### src/rtl/alu_share_ctrl.sv
// Round-robin sequencer sharing one combinational ALU between two requesters.
// Operands and control are registered toward the ALU; results return tagged with the requester id.
module alu_share_ctrl #(
    parameter int unsigned WIDTH = 64
) (
    input  logic             clk,
    input  logic             reset,
    input  logic             req0_valid,
    output logic             req0_ready,
    input  logic [3:0]       req0_op,
    input  logic [WIDTH-1:0] req0_a,
    input  logic [WIDTH-1:0] req0_b,
    input  logic             req1_valid,
    output logic             req1_ready,
    input  logic [3:0]       req1_op,
    input  logic [WIDTH-1:0] req1_a,
    input  logic [WIDTH-1:0] req1_b,
    output logic [WIDTH-1:0] alu_a,
    output logic [WIDTH-1:0] alu_b,
    output logic [3:0]       alu_ctrl,
    input  logic [WIDTH-1:0] alu_result,
    input  logic             alu_zero,
    input  logic             alu_negative,
    input  logic [1:0]       alu_carry,
    output logic             rsp_valid,
    input  logic             rsp_ready,
    output logic             rsp_id,
    output logic [WIDTH-1:0] rsp_result,
    output logic             rsp_zero,
    output logic             rsp_negative,
    output logic             rsp_carry,
    output logic             rsp_err
);

    typedef enum logic [1:0] {StIdle, StExec, StResp} state_t;

    localparam logic [3:0] OpAnd = 4'b0000;
    localparam logic [3:0] OpOr  = 4'b0001;
    localparam logic [3:0] OpAdd = 4'b0010;
    localparam logic [3:0] OpSub = 4'b0110;
    localparam logic [3:0] OpEor = 4'b0111;

    state_t           state_q;
    logic             last_q;   // 1 when port 1 was granted last
    logic             gnt1;
    logic             take;
    logic [3:0]       sel_op;
    logic [WIDTH-1:0] sel_a;
    logic [WIDTH-1:0] sel_b;
    logic             unused_carry_hi;

    assign unused_carry_hi = alu_carry[1];

    function automatic logic op_legal(input logic [3:0] op);
        return (op == OpAnd) || (op == OpOr) || (op == OpAdd) || (op == OpSub) || (op == OpEor);
    endfunction

    always_comb begin
        gnt1       = req1_valid && (!req0_valid || !last_q);
        req0_ready = !reset && (state_q == StIdle) && req0_valid && !gnt1;
        req1_ready = !reset && (state_q == StIdle) && gnt1;
        take       = req0_ready || req1_ready;
        sel_op     = gnt1 ? req1_op : req0_op;
        sel_a      = gnt1 ? req1_a  : req0_a;
        sel_b      = gnt1 ? req1_b  : req0_b;
    end

    always_ff @(posedge clk) begin
        if (reset) begin
            state_q      <= StIdle;
            last_q       <= 1'b1;
            alu_a        <= '0;
            alu_b        <= '0;
            alu_ctrl     <= '0;
            rsp_valid    <= 1'b0;
            rsp_id       <= 1'b0;
            rsp_result   <= '0;
            rsp_zero     <= 1'b0;
            rsp_negative <= 1'b0;
            rsp_carry    <= 1'b0;
            rsp_err      <= 1'b0;
        end else begin
            case (state_q)
                StIdle: begin
                    if (take) begin
                        alu_ctrl <= sel_op;
                        alu_a    <= sel_a;
                        alu_b    <= sel_b;
                        rsp_id   <= gnt1;
                        last_q   <= gnt1;
                        if (op_legal(sel_op)) begin
                            state_q <= StExec;
                        end else begin
                            // Illegal ops bypass the ALU and answer straight away.
                            state_q      <= StResp;
                            rsp_valid    <= 1'b1;
                            rsp_err      <= 1'b1;
                            rsp_result   <= '0;
                            rsp_zero     <= 1'b0;
                            rsp_negative <= 1'b0;
                            rsp_carry    <= 1'b0;
                        end
                    end
                end
                StExec: begin
                    rsp_result   <= alu_result;
                    rsp_zero     <= alu_zero;
                    rsp_negative <= alu_negative;
                    rsp_carry    <= ((alu_ctrl == OpAdd) || (alu_ctrl == OpSub)) && alu_carry[0];
                    rsp_err      <= 1'b0;
                    rsp_valid    <= 1'b1;
                    state_q      <= StResp;
                end
                StResp: begin
                    if (rsp_ready) begin
                        rsp_valid <= 1'b0;
                        state_q   <= StIdle;
                    end
                end
                default: state_q <= StIdle;
            endcase
        end
    end

endmodule

### config.mk
export PLATFORM = sky130hd
export DESIGN_NAME = alu_share_ctrl
export DESIGN_NICKNAME = d
export VERILOG_FILES = /design/src/rtl/alu_share_ctrl.sv
export SDC_FILE = /design/constraint.sdc
export NUM_CORES = 1
export LEC_CHECK = 0
export ABC_AREA = 1
export BUFFER_PORTS_ARGS = -buffer_cell sky130_fd_sc_hd__buf_2
export CAP_MARGIN = 15
export CORE_AREA = 2 2 208 210
export DETAILED_ROUTE_END_ITERATION = 10
export DIE_AREA = 0 0 210 212
export GPL_ROUTABILITY_DRIVEN = 0
export PLACE_DENSITY = 0.43
export RECOVER_POWER = 100
export SLEW_MARGIN = 20
export SYNTH_ARGS = -nofsm -noshare
export SYNTH_HDL_FRONTEND = slang
export SYNTH_SLANG_ARGS = --single-unit
### constraint.sdc
create_clock -name clk -period 2.5 [get_ports clk]
set_input_delay 0.125 -clock clk [delete_from_list [all_inputs] [get_ports clk]]
set_output_delay 0.125 -clock clk [all_outputs]
set_load 0.05 [all_outputs]
==> Flow_metrics.wiki <==
{| class="wikitable"
! Metric !! Value
|-
| Sum of overflow across all layers after global routing || 0
|-
| Number of hold-slack violations in the final timing report || 0
|-
| Antenna violations before repair || 6
|-
| Worst rel slew slack || between 40% and 50%
|-
| Arrival time at the worst endpoint || ~2.8 ns
|-
| IO Port Bufs || between 500 and 600
|-
| Initial DRT Pass Iterations || 5
|-
| Required arrival time at the worst endpoint || between 2 and 3 ns
|-
| Combinational family with the most area after synthesis || compound AO/OA/AOI/OAI gates
|-
| Master cell of the clock root buffer || clkbuf_16
|-
| Violation count after the first detailed-routing iteration || slightly above 500
|-
| Endpoints failing setup || 0
|-
| Post-synthesis sequential element count || around 200
|-
| Net Count, Synth || 1416
|-
| Share of the clock period used by the worst path || between 90% and 100%
|-
| Count of pins over their slew limit || 0
|-
| Fraction of layout instances using a drive strength above 1 || 31.5%
|-
| LEAKAGE || approximately 7.4 nW
|-
| Clock sinks || slightly above 200
|-
| Total power after layout || between 10 and 15 mW
|-
| Mean Syn Cell Area || roughly 7.5 um2
|-
| Nets || ~2200
|-
| Type of element launching the critical path || register
|-
| Post-Synth Simple-Gate Area || between 20% and 30%
|-
| Number of filler cells placed in the layout || ~4500
|-
| Vias per cell || around 4.4
|-
| Placement Cell Area || roughly 11000 um2
|-
| Antenna-violating nets left || 0
|-
| Max Fclk || 422 MHz
|-
| Clock buffers created by TritonCTS || 25
|-
| Hpwl dp || approximately 24 mm
|-
| Met3 track demand over resource || under 10%
|-
| Latest clock arrival within the worst-skew pair || 0.54 ns
|-
| GRT Max-Usage Layer || met2
|-
| Die Footprint || 44500 um2
|-
| Post-route DRC violation count || 0
|-
| Xor and xnor fraction of the mapped netlist area || 0%
|-
| Share of the yosys chip area belonging to registers || 51.0%
|-
| Initial cell density of the core || 18.9%
|-
| Post-route design area || between 15000 and 20000 um2
|-
| Htree depth || 1
|-
| Core Region || ~43000 um2
|-
| Worst setup skew after layout || approximately 0.016 ns
|-
| Area fraction in compound gates after synthesis || 23.0%
|-
| Number of violations of the max-capacitance limit || 0
|-
| Fin crit period || about 2.4 ns
|-
| Count of distinct cell types in the synthesized netlist || 20
|-
| Critical-path maximum fanout || 27
|-
| Vias post-DR || 10800
|-
| Die Span X || around 210 um
|-
| Height of the die || 212 um
|-
| Maximum number of pins on one net before global-route repair || 130
|-
| Largest voltage drop on the vdd net || between 300 and 400 uV
|-
| Tightest hold margin || 0.0358 ns
|-
| Wire length of the first global-routing pass || between 50 and 60 mm
|-
| Worst min path class || primary input to register
|-
| GR Util met2 || around 28%
|-
| Wire length per cell after detailed routing || 15.3 um
|-
| Num ports || roughly 540
|-
| Share of synthesized cell area in full adder, half adder and majority cells || 0%
|-
| Total of warnings raised by yosys || 0
|-
| P per Cell Area || ~690 nW/um2
|-
| CTS clock-pin slew for the worst setup and hold paths || roughly 0.060 ns
|-
| Vias in the first global route || about 11000
|-
| Status || completed
|-
| Instance count of the mapped netlist || approximately 1100
|-
| Maximum count of clock buffers along a single path || 3
|-
| Synth Cell Area || roughly 8000 um2
|-
| Number of placement rows || 76
|-
| Final core utilization || 36.5%
|-
| GRT met1 Usage || 16.6%
|-
| Type of destination of the critical path || register
|-
| TritonCTS clock tree || done
|-
| Type of the setup path with the least slack || register to register
|-
| Sum of routed wire length over all layers || 37.9 mm
|-
| GRT Total Usage || around 16%
|-
| Area growth from synthesis to final layout || 92.8%
|-
| Fraction of synthesized area in multiplexers || 0%
|-
| Pin slew with the least headroom to its limit || 0.842 ns
|}
[cell usage in the layout (no fill, tap or decap), types with 2 or more instances in the layout]
cell	n
nand2_1	408
clkbuf_1	9
buf_2	539
inv_1	8
clkbuf_16	28
nand2_2	3
a31oi_1	130
dlygate4sd3_1	334
buf_16	4
nand3_1	9
clkinv_2	4
nor2_1	4
o21ai_0	133
buf_12	2
buf_6	2
buf_4	6
a21oi_1	73
nor2_4	5
clkbuf_8	6
diode_2	2
dfxtp_1	205
[repair_timing]
item,4_1_cts,5_1_grt
hold buffers,334,0
setup endpoints to repair,0,146
setup buffers,0,0
gates resized for setup,0,17
hold endpoints to repair,203,0
[report_power, final]
group | switching (mW) | leakage [nW] | internal (mW) | total, mW
Sequential | 0.159 | 1.68 | 3.60 | 3.76
Combinational | 2.21 | 5.35 | 1.24 | 3.46
Clock | 1.46 | 0.374 | 2.01 | 3.47
[worst max-delay path: stages (launching register included)]
cell and delay, ns:
dfxtp_1 0.39, nor2_4 0.17, nand2_2 0.11, nor2_4 0.14
nor2_4 0.07, bufinv_16 0.30, buf_16 0.19, o21ai_0 0.10
a31oi_1 0.22, dlygate4sd3_1 0.58
[per-stage QoR]
step	setup slack [ns]	TNS, ns	std cells
detailed placement	0.241	0	2085
floorplan	0.498	0	1079
finish	0.133	0	2468
global placement	0.272	0	2085
global route	-0.00941	-0.0192	2468
CTS	0.00873	0	2462
[sequential cells by signal, indices dropped and copies added, names as in the netlist]
| name | flops |
|---|---|
| state_q | 2 |
| alu_ctrl | 4 |
| alu_a | 64 |
| rsp_result | 64 |
| rsp_err | 1 |
| rsp_zero | 1 |
| alu_b | 64 |
| rsp_valid | 1 |
| rsp_id | 1 |
| rsp_negative | 1 |
| last_q | 1 |
| rsp_carry | 1 |
[synthesized netlist by cell type]
library cell	count	area, um2
nand3b_1	1	7.51
buf_4	1	7.51
nand2_4	1	11.3
a21oi_2	1	8.76
a21oi_1	73	365
buf_6	1	11.3
buf_2	24	120
inv_2	3	11.3
dfxtp_1	205	4100
nor2_1	8	30.0
inv_1	8	30.0
nand4_1	1	6.26
o21ai_0	133	666
a31oi_1	130	813
clkbuf_1	67	251
nand2_2	2	12.5
nand3_1	9	45.0
nand2_1	409	1540
nor3_1	1	5.00
nor2_2	1	6.26
[path summary, 6_finish.rpt]
path / startpoint / endpoint / slack [ns] / cells past startpoint
worst max-delay path: state_q[1] / alu_a[18] / 0.13 / 9
worst min-delay path: req0_op[2] / state_q[0] / 0.04 / 6
worst min register to register: rsp_result[5] / rsp_result[5] / 0.46 / 2
worst max register to register: state_q[1] / alu_a[18] / 0.13 / 9
[final cells by class]
type,instances,area [um2],area share [%]
timing repair buffer,890,6330,40.8
sequential,205,4100,26.5
multi-input combinational,770,3550,22.9
clock buffer,40,742,4.78
tap,546,683,4.40
inverter,11,71.3,0.460
clock inverter,3,18.8,0.121
timing repair inverter,1,5.00,0.0323
antenna,2,5.00,0.0323
[per-layer routing]
| layer | wire, um | up-vias |
|---|---|---|
| met5 | 51 | - |
| met4 | 1300 | 8 |
| met3 | 3330 | 85 |
| met2 | 18700 | 451 |
| met1 | 14500 | 4901 |
| li1 | - | 5307 |
[kinds of logic after synthesis]
| group | count (synthesis) |
|---|---|
| simple gates | 433 |
| flops | 205 |
| compound gates | 337 |
| buf+inv | 104 |
No activity file was read; power rests on OpenSTA's default activity.
